### config.mk
export PLATFORM = sky130hd
export DESIGN_NAME = ahb_cmd_master
export DESIGN_NICKNAME = d
export VERILOG_FILES = /design/src/rtl/ahb_cmd_master.sv
export SDC_FILE = /design/constraint.sdc
export NUM_CORES = 1
export LEC_CHECK = 0
export ABC_AREA = 1
export CORE_MARGIN = 2
export CORE_UTILIZATION = 42
export DETAILED_ROUTE_END_ITERATION = 7
export PLACE_DENSITY = 0.82
export RECOVER_POWER = 25
export SKIP_CTS_REPAIR_TIMING = 1
export SYNTH_ARGS = -nofsm -noshare
export SYNTH_HDL_FRONTEND = slang
export SYNTH_SLANG_ARGS = --single-unit
### constraint.sdc
create_clock -name HCLK -period 1.76 [get_ports HCLK]
set_clock_uncertainty 0.1 [all_clocks]
set_input_delay 0.352 -clock HCLK [delete_from_list [all_inputs] [get_ports HCLK]]
set_output_delay 0.352 -clock HCLK [all_outputs]
set_load 0.1 [all_outputs]
### src/rtl/ahb_cmd_master.sv
// AHB-Lite initiator: turns a valid/ready command stream into pipelined NONSEQ transfers, one response each.
// Optional data-phase timeout is compiled in with `define AHB_CMD_MASTER_TIMEOUT_EN.
module ahb_cmd_master #(
    parameter int unsigned TIMEOUT_CYCLES = 255
) (
    input  logic        HCLK,
    input  logic        HRESETn,
    input  logic        cmd_valid,
    output logic        cmd_ready,
    input  logic        cmd_write,
    input  logic [2:0]  cmd_size,
    input  logic [31:0] cmd_addr,
    input  logic [31:0] cmd_wdata,
    output logic        rsp_valid,
    output logic        rsp_write,
    output logic [31:0] rsp_rdata,
    output logic        rsp_err,
    output logic        busy,
    output logic [31:0] HADDR,
    output logic [1:0]  HTRANS,
    output logic        HWRITE,
    output logic [2:0]  HSIZE,
    output logic [31:0] HWDATA,
    input  logic [31:0] HRDATA,
    input  logic        HREADY
);
    localparam logic [1:0] HTRANS_IDLE   = 2'b00;
    localparam logic [1:0] HTRANS_NONSEQ = 2'b10;

    // Handshake: a command transfers on a rising HCLK edge with cmd_valid & cmd_ready;
    // cmd_ready is combinational and never depends on cmd_valid. rsp_valid is a one-cycle
    // pulse with no backpressure, so the consumer must take it when it appears.

    // HADDR/HWRITE/HSIZE double as the address-phase slot; ap_wdata waits there for the data phase.
    logic        ap_valid;
    logic [31:0] ap_wdata;
    logic        dp_valid;
    logic        dp_write;
    logic        accept;
    logic        advance;
    logic        timeout_hit;
    logic [2:0]  size_clamped;
    logic [31:0] addr_aligned;

    assign cmd_ready = ~ap_valid | HREADY;
    assign accept    = cmd_valid & cmd_ready;
    assign busy      = ap_valid | dp_valid;
    assign HTRANS    = ap_valid ? HTRANS_NONSEQ : HTRANS_IDLE;
    assign advance   = HREADY | timeout_hit;

    always_comb begin
        size_clamped = (cmd_size > 3'd2) ? 3'd2 : cmd_size;
        addr_aligned = cmd_addr;
        if (size_clamped == 3'd1) begin
            addr_aligned[0] = 1'b0;
        end else if (size_clamped == 3'd2) begin
            addr_aligned[1:0] = 2'b00;
        end
    end

`ifdef AHB_CMD_MASTER_TIMEOUT_EN
    localparam int TO_W = (TIMEOUT_CYCLES > 1) ? $clog2(TIMEOUT_CYCLES + 1) : 1;
    logic [TO_W-1:0] to_cnt;

    // The edge that would make the count reach TIMEOUT_CYCLES retires the stuck transfer.
    assign timeout_hit = dp_valid & ~HREADY & (to_cnt == TO_W'(TIMEOUT_CYCLES - 1));

    always_ff @(posedge HCLK) begin
        if (!HRESETn || HREADY || timeout_hit) begin
            to_cnt <= '0;
        end else if (dp_valid) begin
            to_cnt <= to_cnt + 1'b1;
        end
    end
`else
    // Without the timeout a stalled slave stalls the master indefinitely.
    assign timeout_hit = (TIMEOUT_CYCLES == 0) && 1'b0;
`endif

    always_ff @(posedge HCLK) begin
        if (!HRESETn) begin
            ap_valid  <= 1'b0;
            ap_wdata  <= '0;
            dp_valid  <= 1'b0;
            dp_write  <= 1'b0;
            HADDR     <= '0;
            HWRITE    <= 1'b0;
            HSIZE     <= '0;
            HWDATA    <= '0;
            rsp_valid <= 1'b0;
            rsp_write <= 1'b0;
            rsp_rdata <= '0;
            rsp_err   <= 1'b0;
        end else begin
            rsp_valid <= 1'b0;
            rsp_err   <= 1'b0;
            if (dp_valid && advance) begin
                rsp_valid <= 1'b1;
                rsp_write <= dp_write;
                rsp_err   <= timeout_hit;
                rsp_rdata <= (dp_write || timeout_hit) ? 32'h0 : HRDATA;
            end
            // Address and data phases complete together, so the pipeline shifts as one.
            if (advance) begin
                dp_valid <= ap_valid;
                dp_write <= HWRITE;
                if (ap_valid && HWRITE) begin
                    HWDATA <= ap_wdata;
                end
            end
            if (accept) begin
                ap_valid <= 1'b1;
                HADDR    <= addr_aligned;
                HWRITE   <= cmd_write;
                HSIZE    <= size_clamped;
                ap_wdata <= cmd_wdata;
            end else if (ap_valid && advance) begin
                ap_valid <= 1'b0;
            end
        end
    end
endmodule

==> flow_metrics.py <==
metrics = {
    "detailed_routing": {
        "drc_errors": 0,
        "wl_per_cell_um": 15.1,
        "ant_nets": 0,
        "drtIter0Drc": 242,
        "via_per_inst": 4.90,
        "drt_pass1_iterations": 5,
        "vias": 4715,
        "wl_um": 14500,
    },
    "timing": {
        "whs_ps": 202,
        "fin_crit_sh_pct": 96.8,
        "slew_viol_final": 0,
        "finalHoldViolations": 0,
        "rsz0062_at_grt": "no",
        "setup_ws_ps": 55.6,
        "tightest_slew_ps": 506,
        "max_freq_mhz": 587,
        "min_period_ps": 1700,
        "relSlewSlack_pct": 66.4,
        "finalSetupViolCount": 0,
    },
    "worst_setup_path": {
        "crit_arrival_ps": 1250,
        "cp_top_family": "flip-flops",
        "crit_chain": "or2_2, buf_12",
        "rrSetupSlack_ps": 230,
        "crit_path_start": "ap_valid",
        "crit_path_start_kind": "flip-flop",
        "rr_worst_depth": 4,
        "rr_startpoint": "ap_valid",
        "required_ps": 1310,
        "crit_cells": 2,
        "max_stage_delay_ps": 370,
        "crit_path_end_kind": "primary output",
        "path_class": "flip-flop to primary output",
        "critPathBufInv": 1,
        "cp_max_fo": 6,
        "cp_slowest_cell": "dfxtp_4",
        "worstReg2RegEnd": "ap_wdata[20]",
    },
    "cts": {
        "clk_latency_ps": 410,
        "htreeDepth": 4,
        "cts.sinks": 137,
        "numCtsBuffers": 17,
        "clkTransAtPathRegs_ps": 60,
        "cts_root_buf": "clkbuf_16",
        "cts_tree": "built",
        "clk_path_buf_depth": 2,
    },
    "cells_and_area": {
        "layout-drive-gt1-share_pct": 18.9,
        "final_util_pct": 76.6,
        "multi_input_area_mm2": 0.00168,
        "seq_area_mm2": 0.00275,
        "nets": 911,
        "layoutNonFillerInstCount": 962,
        "area_delta_synth_final_pct": 79.6,
        "fillers": 738,
        "insertedDiodeCount": 0,
    },
    "min_path": {
        "hold_path_depth": 3,
        "worstHoldPathType": "input port to flip-flop",
        "min_to": "HWRITE",
        "min-delay-start": "HRESETn",
    },
    "synth": {
        "syn_inst": 609,
        "synth_area_mm2": 0.00483,
        "synthDistinctLibCells": 21,
        "yosysTopAreaCell": "dfxtp_1",
        "yosysSeqAreaShare_pct": 56.8,
        "synth_seq_cells": 137,
        "synthTopCellsByCount": "dfxtp_1, nor2_1, nand2_1, a21oi_1, o21ai_0",
        "synthArstFlopShare_pct": 0,
        "synth-main-ff-cell": "dfxtp_1",
        "synth_area_per_cell_um2": 7.93,
        "yosysMostFrequentCell": "dfxtp_1",
        "yosysWarnings": 0,
        "synth_top_area_share_pct": 56.8,
        "synthTopCellsByArea": "dfxtp_1, nor2_1, a21oi_1",
        "synth-edff-count": 0,
    },
    "power": {
        "power.switching_uw": 2630,
        "leakagePower_uw": 0.00341,
        "ir_worst_vdd_v": 0.000596,
        "seqPwrFrac_pct": 38.2,
        "p_per_area_mw_per_mm2": 1030,
        "sw_frac_of_total_pct": 29.4,
        "pwr-share-clk_pct": 40.3,
        "comb_power_share_pct": 21.6,
        "internal_power_uw": 6320,
    },
    "status": {
        "status": "completed",
    },
    "floorplan": {
        "rows": 39,
        "die_h_um": 111,
        "die_area_mm2": 0.0124,
        "initial_utilization_pct": 42.7,
        "die_w_um": 111,
        "ios": 211,
        "core_area_mm2": 0.0113,
    },
    "placement": {
        "dpl_worst_slack_ps": -93.0,
        "place_congestion": 0.793,
        "port_buffers": 208,
        "dpl.cell_count": 931,
        "hpwlAfterDp_um": 10300,
    },
    "global_routing": {
        "antenna_found_initial": 0,
        "grt_pass1_wl_um": 23500,
        "grt_pass1_vias": 4782,
        "grt_max_degree": 76,
        "grt.total_usage_pct": 23.9,
        "grt_overflow": 0,
    },
    "flow_run": {
        "timing.max_cap.violations": 0,
    },
}
layout make-up:
class,instances,share of cell area [%]
clock buffers,21,5.31
clock inverters,10,1.66
inverters,40,1.73
multi-input cells,389,19.4
flip-flops and latches,137,31.7
well taps,143,2.06
repair buffers,222,38.2
worst min-delay path, cell delays in order:
cell	delay, ps
buf_2	180
o21ai_0	100
nor2_1	40
worst max-delay path by stage:
stage                               end  slack (ps)
after floorplan               HADDR[10]          40
after global routing       ap_wdata[20]          20
after global placement        HADDR[29]          -5
final                              busy          60
after CTS                          busy         -50
after detailed placement  rsp_rdata[24]         -90
flip-flops by register name, summed over array words and instances (netlist names):
register	flops
dp_write	1
HSIZE	3
rsp_write	1
dp_valid	1
HWRITE	1
rsp_rdata	32
ap_valid	1
ap_wdata	32
rsp_valid	1
HWDATA	32
HADDR	32
power by group through the flow:
stage	clock network (µW)	logic, µW	registers, µW
floorplan	0	407	4160
global placement	0	1900	3470
detailed placement	0	1930	3480
CTS	3640	1950	3420
global route	3790	2020	3430
finish	3610	1930	3420
per-stage QoR:
step                      cell area, µm²  total power, µW  TNS [ps]
after CTS                           8700             9010     -50.8
final                               8680             8950         0
after detailed placement            8100             5420     -5550
after global placement              8100             5370     -5.41
after global routing                8680             9240         0
after floorplan                     4830             4560         0
cell families after synthesis:
logic type             count (synthesis)  share of synthesized area (%)
buffers and inverters                 84                           8.06
DFF                                  137                           56.8
and+or+nand+nor                      221                           17.6
other                                  1                         0.0776
AOI/OAI and AO/OA                    166                           17.4
per-layer routing:
metal | global-route usage [%] | vias up | wire length [µm]
li1 | - | 2337 | -
met1 | 25.3 | 2156 | 5340
met5 | 0 | - | 0
met2 | 42.4 | 186 | 7680
met4 | 12.3 | 0 | 500
met3 | 7.65 | 36 | 1020
cells in the final DEF (no fill, tap or decap), drive strengths merged:
master | synthesis | routed
nand3 | 2 | 2
conb | 1 | 2
a21oi | 70 | 70
clkbuf | 17 | 24
nor3 | 2 | 2
bufinv | 0 | 3
or2 | 1 | 1
inv | 40 | 41
clkinv | 0 | 3
clkdlybuf4s50 | 0 | 102
dfxtp | 137 | 137
buf | 27 | 117
o21ai | 96 | 96
clkinvlp | 0 | 3
nor2 | 136 | 136
nand2 | 80 | 80
(Power assumes the default switching activity.)
